--- src/rtl/boot_rom_pkg.sv ---
// Shared types and defaults for the boot ROM port arbiter.
package boot_rom_pkg;

  localparam int unsigned ROM_WORDS_DEF = 548;
  localparam int unsigned ROM_AW_DEF    = 10;
  localparam int unsigned DATA_W        = 32;

  typedef enum logic [1:0] {
    RSP_ROM = 2'd0,
    RSP_ERR = 2'd1,
    RSP_HIT = 2'd2
  } rsp_kind_e;

  typedef enum logic {
    PORT_INSTR = 1'b0,
    PORT_DATA  = 1'b1
  } port_e;

  // One pending response: issued the cycle after the grant that created it
  typedef struct packed {
    logic      valid;
    port_e     port;
    rsp_kind_e kind;
  } rsp_reg_t;

endpackage

--- src/rtl/boot_rom_rr_arb.sv ---
// Two-input round-robin arbiter; bit 0 = instr, bit 1 = data. Last winner starts as data.
module boot_rom_rr_arb (
  input  logic       clk,
  input  logic       rst_n,
  input  logic [1:0] i_req,
  output logic [1:0] o_gnt
);

  logic r_last_data;

  always_comb begin
    o_gnt = 2'b00;
    case (i_req)
      2'b01:   o_gnt = 2'b01;
      2'b10:   o_gnt = 2'b10;
      2'b11:   o_gnt = r_last_data ? 2'b01 : 2'b10;
      default: o_gnt = 2'b00;
    endcase
  end

  always_ff @(posedge clk or negedge rst_n) begin
    if (!rst_n) begin
      r_last_data <= 1'b1;
    end else if (|o_gnt) begin
      r_last_data <= o_gnt[1];
    end
  end

endmodule

--- src/rtl/boot_rom_port_arb.sv ---
// Instr/data front-end for the boot ROM: grants one read per cycle, answers next cycle.
// Optional last-hit buffer enabled by defining BOOT_ROM_LAST_HIT_EN.
module boot_rom_port_arb
  import boot_rom_pkg::*;
#(
  parameter int unsigned ROM_WORDS = ROM_WORDS_DEF,
  parameter int unsigned ROM_AW    = ROM_AW_DEF
) (
  input  logic              CLK,
  input  logic              RSTN,
  input  logic              instr_req_i,
  input  logic [31:0]       instr_addr_i,
  output logic              instr_gnt_o,
  output logic              instr_rvalid_o,
  output logic [31:0]       instr_rdata_o,
  output logic              instr_err_o,
  input  logic              data_req_i,
  input  logic [31:0]       data_addr_i,
  input  logic              data_we_i,
  output logic              data_gnt_o,
  output logic              data_rvalid_o,
  output logic [31:0]       data_rdata_o,
  output logic              data_err_o,
  output logic              rom_csn_o,
  output logic [ROM_AW-1:0] rom_a_o,
  input  logic [31:0]       rom_q_i
);

  logic [1:0]        w_gnt;
  logic [ROM_AW-1:0] w_i_idx;
  logic [ROM_AW-1:0] w_d_idx;
  logic [ROM_AW-1:0] w_idx;
  logic              w_we;
  logic              w_in_range;
  logic              w_rd_ok;
  logic              w_hit;
  logic              w_rom_acc;
  rsp_kind_e         w_kind;
  logic [31:0]       w_rsp_data;
  logic              w_unused_addr;

  rsp_reg_t          r_rsp;
  logic [ROM_AW-1:0] r_rom_a;

  boot_rom_rr_arb u_arb (
    .clk   (CLK),
    .rst_n (RSTN),
    .i_req ({data_req_i, instr_req_i}),
    .o_gnt (w_gnt)
  );

  assign instr_gnt_o = w_gnt[0];
  assign data_gnt_o  = w_gnt[1];

  // Byte offset and bits above the ROM window are ignored by design
  assign w_i_idx       = instr_addr_i[ROM_AW+1:2];
  assign w_d_idx       = data_addr_i[ROM_AW+1:2];
  assign w_unused_addr = ^{instr_addr_i[31:ROM_AW+2], instr_addr_i[1:0],
                           data_addr_i[31:ROM_AW+2], data_addr_i[1:0]};

  assign w_idx      = w_gnt[1] ? w_d_idx : w_i_idx;
  assign w_we       = w_gnt[1] & data_we_i;
  assign w_in_range = 32'(w_idx) < ROM_WORDS;
  assign w_rd_ok    = (|w_gnt) & ~w_we & w_in_range;
  assign w_rom_acc  = w_rd_ok & ~w_hit;

`ifdef BOOT_ROM_LAST_HIT_EN
  logic              w_rom_rsp;
  logic              r_buf_vld;
  logic [ROM_AW-1:0] r_buf_idx;
  logic [31:0]       r_buf_data;

  // A ROM response in flight counts as valid so back-to-back repeats bypass the ROM
  assign w_rom_rsp = r_rsp.valid & (r_rsp.kind == RSP_ROM);
  assign w_hit     = w_rd_ok & (w_idx == r_buf_idx) & (r_buf_vld | w_rom_rsp);

  always_ff @(posedge CLK or negedge RSTN) begin
    if (!RSTN) begin
      r_buf_vld  <= 1'b0;
      r_buf_idx  <= '0;
      r_buf_data <= '0;
    end else begin
      if (w_rom_acc) begin
        r_buf_vld <= 1'b0;
        r_buf_idx <= w_idx;
      end else if (w_rom_rsp) begin
        r_buf_vld <= 1'b1;
      end
      if (w_rom_rsp) begin
        r_buf_data <= rom_q_i;
      end
    end
  end
`else
  assign w_hit = 1'b0;
`endif

  always_comb begin
    w_kind = RSP_ERR;
    if (w_hit) begin
      w_kind = RSP_HIT;
    end else if (w_rom_acc) begin
      w_kind = RSP_ROM;
    end
  end

  assign rom_csn_o = ~w_rom_acc;
  assign rom_a_o   = w_rom_acc ? w_idx : r_rom_a;

  always_ff @(posedge CLK or negedge RSTN) begin
    if (!RSTN) begin
      r_rsp   <= '0;
      r_rom_a <= '0;
    end else begin
      r_rsp.valid <= |w_gnt;
      r_rsp.port  <= port_e'(w_gnt[1]);
      r_rsp.kind  <= w_kind;
      if (w_rom_acc) begin
        r_rom_a <= w_idx;
      end
    end
  end

  always_comb begin
    w_rsp_data = '0;
    case (r_rsp.kind)
      RSP_ROM: w_rsp_data = rom_q_i;
`ifdef BOOT_ROM_LAST_HIT_EN
      RSP_HIT: w_rsp_data = r_buf_data;
`endif
      default: w_rsp_data = '0;
    endcase
  end

  // Response fields are forced to zero whenever rvalid is low
  assign instr_rvalid_o = r_rsp.valid & (r_rsp.port == PORT_INSTR);
  assign data_rvalid_o  = r_rsp.valid & (r_rsp.port == PORT_DATA);
  assign instr_err_o    = instr_rvalid_o & (r_rsp.kind == RSP_ERR);
  assign data_err_o     = data_rvalid_o & (r_rsp.kind == RSP_ERR);
  assign instr_rdata_o  = instr_rvalid_o ? w_rsp_data : 32'h0;
  assign data_rdata_o   = data_rvalid_o ? w_rsp_data : 32'h0;

endmodule

--- config.mk ---
export PLATFORM = sky130hd
export DESIGN_NAME = boot_rom_port_arb
export DESIGN_NICKNAME = d
export VERILOG_FILES = /design/src/rtl/boot_rom_pkg.sv /design/src/rtl/boot_rom_rr_arb.sv /design/src/rtl/boot_rom_port_arb.sv
export SDC_FILE = /design/constraint.sdc
export NUM_CORES = 1
export LEC_CHECK = 0
export BUFFER_PORTS_ARGS = -buffer_cell sky130_fd_sc_hd__buf_2
export CORE_AREA = 2 2 70 72
export CTS_CLUSTER_SIZE = 25
export DETAILED_ROUTE_END_ITERATION = 10
export DIE_AREA = 0 0 72 74
export PLACE_DENSITY = 0.87
export SKIP_CTS_REPAIR_TIMING = 1
export SYNTH_ARGS = -nofsm -noshare
export SYNTH_HDL_FRONTEND = slang
export SYNTH_SLANG_ARGS = --single-unit
--- constraint.sdc ---
create_clock -name CLK -period 2.7 [get_ports CLK]
set_input_delay 0.405 -clock CLK [delete_from_list [all_inputs] [get_ports CLK]]
set_output_delay 0.405 -clock CLK [all_outputs]
set_load 0.02 [all_outputs]
==> results of run 1 <==
## final cells by class
| cell class | count | area, um2 |
|---|---|---|
| Multi-Input combinational cell | 162 | 838.3 |
| Timing Repair Buffer | 142 | 723.2 |
| Sequential cell | 14 | 351.6 |
| Tap cell | 54 | 67.56 |
| Inverter | 7 | 26.28 |
| Antenna cell | 3 | 7.507 |
| Fill cell | 467 | 2539 |
| Clock buffer | 4 | 45.04 |
## metal layers
layer | up-vias | part of all wire | wire [um]
met4 | 4 | 0.018 | 89
li1 | 937 | - | -
met1 | 813 | 0.39 | 1947
met5 | - | 0.0060 | 30
met2 | 106 | 0.47 | 2378
met3 | 13 | 0.11 | 567
## metrics by stage
stage | setup TNS (ns) | power [mW]
floorplan | 0 | 0.5642
global placement | 0 | 0.7124
detailed placement | 0 | 0.7233
CTS | -0.3595 | 0.9044
global route | -0.008660 | 0.9531
finish | 0 | 0.9015
## flip-flops by register name, summed over array words and instances, names as in the netlist
signal	flops
u_arb.r_last_data	1
r_rom_a	10
r_rsp	3
## power by group
| group | internal, mW | switching [mW] | leakage, nW |
|---|---|---|---|
| logic | 0.163 | 0.289 | 0.996 |
| registers | 0.250 | 0.0182 | 0.169 |
| clock network | 0.105 | 0.0766 | 0.0228 |
| total | 0.518 | 0.384 | 1.19 |
## cells by family after synthesis
logic type / Yosys count
AO/OA/AOI/OAI: 27
flip-flops: 14
buffers and inverters: 22
multiplexers: 8
AND/OR/NAND/NOR: 127
## critical path, delay by kind of cell, from the launching register on
family / cells / cell delay [ns]
flip-flops: 1 / 0.56
buffers and inverters: 1 / 0.22
AND/OR/NAND/NOR: 3 / 0.96
AO/OA/AOI/OAI: 1 / 0.14
## cells in the final DEF (no fill, tap or decap), drive strengths merged, types with 2 or more instances in the layout
| cell | netlist | routed |
|---|---|---|
| nand2b | 2 | 2 |
| mux2 | 6 | 6 |
| mux2i | 2 | 2 |
| nor2 | 69 | 69 |
| a32o | 2 | 2 |
| diode | 0 | 3 |
| clkbuf | 11 | 4 |
| buf | 4 | 142 |
| nand2 | 37 | 37 |
| a211oi | 6 | 6 |
| inv | 6 | 6 |
| nor4 | 7 | 7 |
| and2 | 2 | 2 |
| o211a | 3 | 3 |
| o22ai | 6 | 6 |
| a21oi | 2 | 2 |
| a32oi | 2 | 2 |
| dfrtp | 13 | 13 |
| nor3 | 6 | 6 |
## cell usage after synthesis (2+ instances only)
master	count	area (um2)
inv_2	2	7.510
nand2_1	37	138.9
nor4_1	7	43.79
inv_1	4	15.01
mux2i_1	2	20.02
and2_1	2	12.51
a32oi_1	2	17.52
a32o_1	2	20.02
dfrtp_1	13	325.3
a211oi_1	6	45.04
clkbuf_1	10	37.54
buf_4	2	15.01
nor3_1	6	30.03
nor2_1	69	259.0
nand2b_1	2	12.51
mux2_2	2	22.52
o211a_1	3	30.03
mux2_1	4	45.04
o22ai_1	6	37.54
## path summary, 6_finish.rpt
kind | from | end | slack (ns) | depth (start not counted)
worst max-delay path | u_arb.r_last_data$_DFFE_PN1P_ | rom_a_o[5] | 0.15 | 5
worst min-delay path | RSTN | r_rom_a[2]$_DFF_PN0_ | 0.05 | 1
worst max register to register | u_arb.r_last_data$_DFFE_PN1P_ | r_rsp[0]$_DFF_PN0_ | 0.88 | 4
worst min register to register | u_arb.r_last_data$_DFFE_PN1P_ | u_arb.r_last_data$_DFFE_PN1P_ | 0.51 | 2
max in group asynchronous | RSTN | u_arb.r_last_data$_DFFE_PN1P_ | 2.36 | 1
min in group CLK | data_req_i | r_rsp[3]$_DFF_PN0_ | 0.38 | 2
==> metrics.txt, run 1 <==
core area 0.004598 mm2; first-pass GRT wire length ~7000 um; Post-synth ARST share 1.000; total gr overflow 0; status complete, no violations; Post-synth top flop dfrtp_1; H-tree Lvls 1; Max FO, Critical Path 16; total CTS buffers 3; Max Clk Rate a little under 400 MHz; First-pass DRT Iterations 4; WL/cell about 13 um; cells after synthesis 198; max_cap viols 0; Worst-path clk slew roughly 0.060 ns; post-placement cell count around 380; Initial Util 0.2792; critical path startpoint category flop; Max stage delay cell, worst path nor4_2; Worst Hold Class in -> async; Finish-stage setup viols 0; Die Area 0.005328 mm2; GR Util met2 0.2942; leak pwr around 1.2 nW; Non-Filler Instances 386; post-synthesis register bit count 14; initial DRC count 34; Final Critical Period approximately 2.5 ns; RePlAce Congestion 0.8067; CTS max path bufs 2; die width 72 um; initial antenna violation count 5; final count of pins violating max slew 0; die height 74 um; vias in the first global route about 1500; Netlist cell types 36; Worst Tran Pin Value 1.161 ns; Data arrival, critical path 2.14 ns; antenna-violating nets left 0; Place WS 0.1282 ns; Critical Path RT 2.30 ns; mapped cell area 0.001284 mm2; Final #Nets between 400 and 500; Warnings, synthesis 0; slowest stage delay, CP 0.59 ns; routed vias/inst 4.852; DP Wirelength 4120 um; Hold Slack 0.04879 ns; xor and xnor area share after synthesis 0; row cnt 25; Ports 182; later-pin clock latency in the skew report 0.25 ns; area grow syn2layout 60.43%; DRC 0; Post-Syn Nets 299; maximum VDD drop 0.4163 mV; share of cells above drive strength 1 0.4711; met3 Use GR 0.07046; Critical Setup Path Class reg -> out; Layout Utilization 0.4479; met1 Use GR 0.1873; CTS Root Cell clkbuf_8; complex-gate fraction of the synthesized area 0.1706; final worst slack ~0.15 ns; Max-Slew Margin vs Limit 0.2262; final non-filler cell area roughly 0.002 mm2; largest net degree at the start of global routing 35; largest family of logic cells by synthesized area simple AND/OR/NAND/NOR gates; GR peak layer met2; final worst-path cycle share 0.9432; Final Hold Violating Endpoints 0; GRT Util Overall 0.1696; placed cell area 0.002001 mm2; syn_area_per_cell 6.483 um2; PwrDens 437.7 mW/mm2; mux cell area share after synthesis 0.06823; clock tree sinks 14; Routed Wire Length about 5000 um; post-synthesis simple-gate area fraction 0.4094; critical path cell sequence a21boi_4 > nor4_2 > nor4_1 > nor3_1 > buf_2; post-synthesis adder-cell area fraction 0; Post-synth EDFFs 0; critical path endpoint category output port; # port buffers 137; sequential share of the synthesized area 0.2739; vias 1873; CTS tree yes; clock skew approximately 0.00070 ns
Note: power is estimated with default switching activity, not from simulation.
==> inputs of run 2 (changes only) <==
CTS_CLUSTER_SIZE = default   (was 25)
REMOVE_ABC_BUFFERS = 1   (was default)
==> run 2 against run 1 <==
Sequential cell count stayed put. Combinational power hardly changed. Cell area is 0.24% lower. Global-route usage is 0.51 points higher. Worst hold slack worse by 0.0034 ns. Die area stayed put. Wire length is 0.18% higher. Count of clock-buffer cells in the layout stayed put. Core utilization is 0.11 points lower. Critical endpoint is now rom_a_o[1]. Fmax is 2.9% lower.
==> metrics.txt, run 2 (synthesized netlist as in run 1, its figures left out) <==
status complete, no violations; First-pass DRT Iterations 5 (+1); Max-Slew Margin vs Limit 0.5569 (+0.3306); RePlAce Congestion 0.8232 (+2.0%); # port buffers 137 (unchanged); antenna-violating nets left 0 (unchanged); critical path startpoint category flop; commonest non-fill, non-tap cell in the layout buf_2; slowest stage delay, CP 0.56 ns (-0.03 ns); leak pwr 1.185 nW (-0.25%); Largest regs r_rom_a: 10 flops, r_rsp: 3 flops, u_arb.r_last_data: 1 flops; die height 74 um (unchanged); final worst-path cycle share 0.9711 (+0.02789); Final Critical Period 2.622 ns (+0.07531 ns); first-pass GRT wire length 7314 um (+2.2%); Max FO, Critical Path 20 (+4); core area 0.004598 mm2 (unchanged); commonest non-fill, non-tap cells in the layout 137 x buf_2, 69 x nor2_1, 37 x nand2_1; Initial Util 0.2792 (unchanged); share of cells above drive strength 1 0.4740 (+0.002881); clock tree sinks 14 (unchanged); DP Wirelength 4049 um (-1.7%); routed vias/inst 4.924 (+1.5%); Max stage delay cell, worst path dfstp_2; CTS tree yes; unrepaired setup endpoints after global routing yes; WL/cell 13.15 um (+1.2%); largest net degree at the start of global routing 35 (unchanged); CTS Root Cell clkbuf_8; DRC 0 (unchanged); total CTS buffers 3 (unchanged); total gr overflow 0 (unchanged); Max Clk Rate 381.4 MHz (-2.9%); vias in the first global route 1542 (+0.72%); max_cap viols 0 (unchanged); sw frac 0.4222 (-0.003700); Final #Nets 429 (-0.46%); Critical Setup Path Class reg -> out; Layout Utilization 0.4468 (-0.001088); Critical Path RT 2.30 ns (about the same); PwrDens 455.6 mW/mm2 (+4.1%); Routed Wire Length 5022 um (+0.18%); clock network power share 0.226 (+0.025); H-tree Lvls 1 (unchanged); Final Hold Violating Endpoints 0 (unchanged); clock skew 0.002688 ns (+0.001988 ns); initial DRC count 59 (+74%); initial antenna violation count 2 (-3); CTS max path bufs 2 (unchanged); vias 1881 (+0.43%); sequential power share 0.288 (-0.009); Largest register FFs 10 (unchanged); area grow syn2layout 60.04%; Die Area 0.005328 mm2 (unchanged); Hold Slack 0.04534 ns (-0.003444 ns); Finish-stage setup viols 0 (unchanged); maximum VDD drop 0.3858 mV (-7.3%); critical path cell sequence a21boi_4 > a32oi_1 > a211oi_1 > nor3_1 > buf_2; die width 72 um (unchanged); NetSw 0.3952 mW (+2.9%); critical path endpoint category output port; largest register by flop count r_rom_a; Gate power share 0.486 (-0.016); Ports 182 (unchanged); later-pin clock latency in the skew report 0.25 ns (about the same); Worst Hold Class in -> async; final count of pins violating max slew 0 (unchanged); Data arrival, critical path 2.22 ns (+0.08 ns); Internal 0.5408 mW (+4.5%); fill count 488 (+4.5%); row cnt 25 (unchanged); GRT Util Overall 0.1748 (+0.005149); Worst Tran Pin Value 0.6647 ns (-0.4959 ns); Worst-path clk slew 0.06 ns (about the same)
==> run 2: layout make-up <==
type                    count  area (um2)  share of cell area
multi-input cells         162       843.3              0.4105
flip-flops and latches     14       351.6              0.1711
clock buffers               4       55.05             0.02680
diodes                      1       2.502            0.001218
inverters                   7       26.28             0.01279
repair buffers            140       708.2              0.3447
well taps                  54       67.56             0.03289
==> run 2: path summary, 6_finish.rpt <==
kind | slack (ns) | depth (start not counted) | from | end
setup reg to reg | 0.85 | 4 | u_arb.r_last_data$_DFFE_PN1P_ | r_rom_a[1]$_DFF_PN0_
min in group CLK | 0.37 | 2 | data_req_i | r_rsp[3]$_DFF_PN0_
setup / recovery | 0.08 | 5 | u_arb.r_last_data$_DFFE_PN1P_ | rom_a_o[1]
hold reg to reg | 0.50 | 2 | u_arb.r_last_data$_DFFE_PN1P_ | u_arb.r_last_data$_DFFE_PN1P_
hold / removal | 0.05 | 1 | RSTN | r_rom_a[8]$_DFF_PN0_
max in group asynchronous | 2.36 | 1 | RSTN | u_arb.r_last_data$_DFFE_PN1P_
==> run 2: worst max-delay path: cells and delay by family, from the launching register on <==
kind	cells	cell delay, ns
compound gates	3	0.81
buf+inv	1	0.23
flops	1	0.56
simple gates	1	0.35
==> run 2: through the flow <==
| step | worst slack (ns) | setup TNS (ns) | cell area, um2 | power, mW | cells |
|---|---|---|---|---|---|
| floorplan | 0.3607 | 0 | 1210 | 0.5499 | 183 |
| global placement | 0.1538 | 0 | 1986 | 0.7098 | 377 |
| detailed placement | 0.08865 | 0 | 1986 | 0.7225 | 377 |
| CTS | -0.1433 | -0.3798 | 2041 | 0.9344 | 381 |
| global route | -0.002949 | -0.002949 | 2054 | 0.9854 | 382 |
| finish | 0.07797 | 0 | 2054 | 0.9359 | 382 |
==> run 2: power by group through the flow <==
stage / combinational (mW) / clock, mW / sequential (mW)
detailed placement: 0.450 / 0 / 0.272
finish: 0.455 / 0.212 / 0.269
floorplan: 0.283 / 0 / 0.267
global placement: 0.441 / 0 / 0.269
global route: 0.494 / 0.219 / 0.272
CTS: 0.452 / 0.213 / 0.269
==> run 2: routing by layer <==
layer / share of wire / global-route usage
met4: 0.011 / 0.06499
met2: 0.49 / 0.3148
met1: 0.39 / 0.1990
met5: 0.0034 / 0
met3: 0.10 / 0.04743
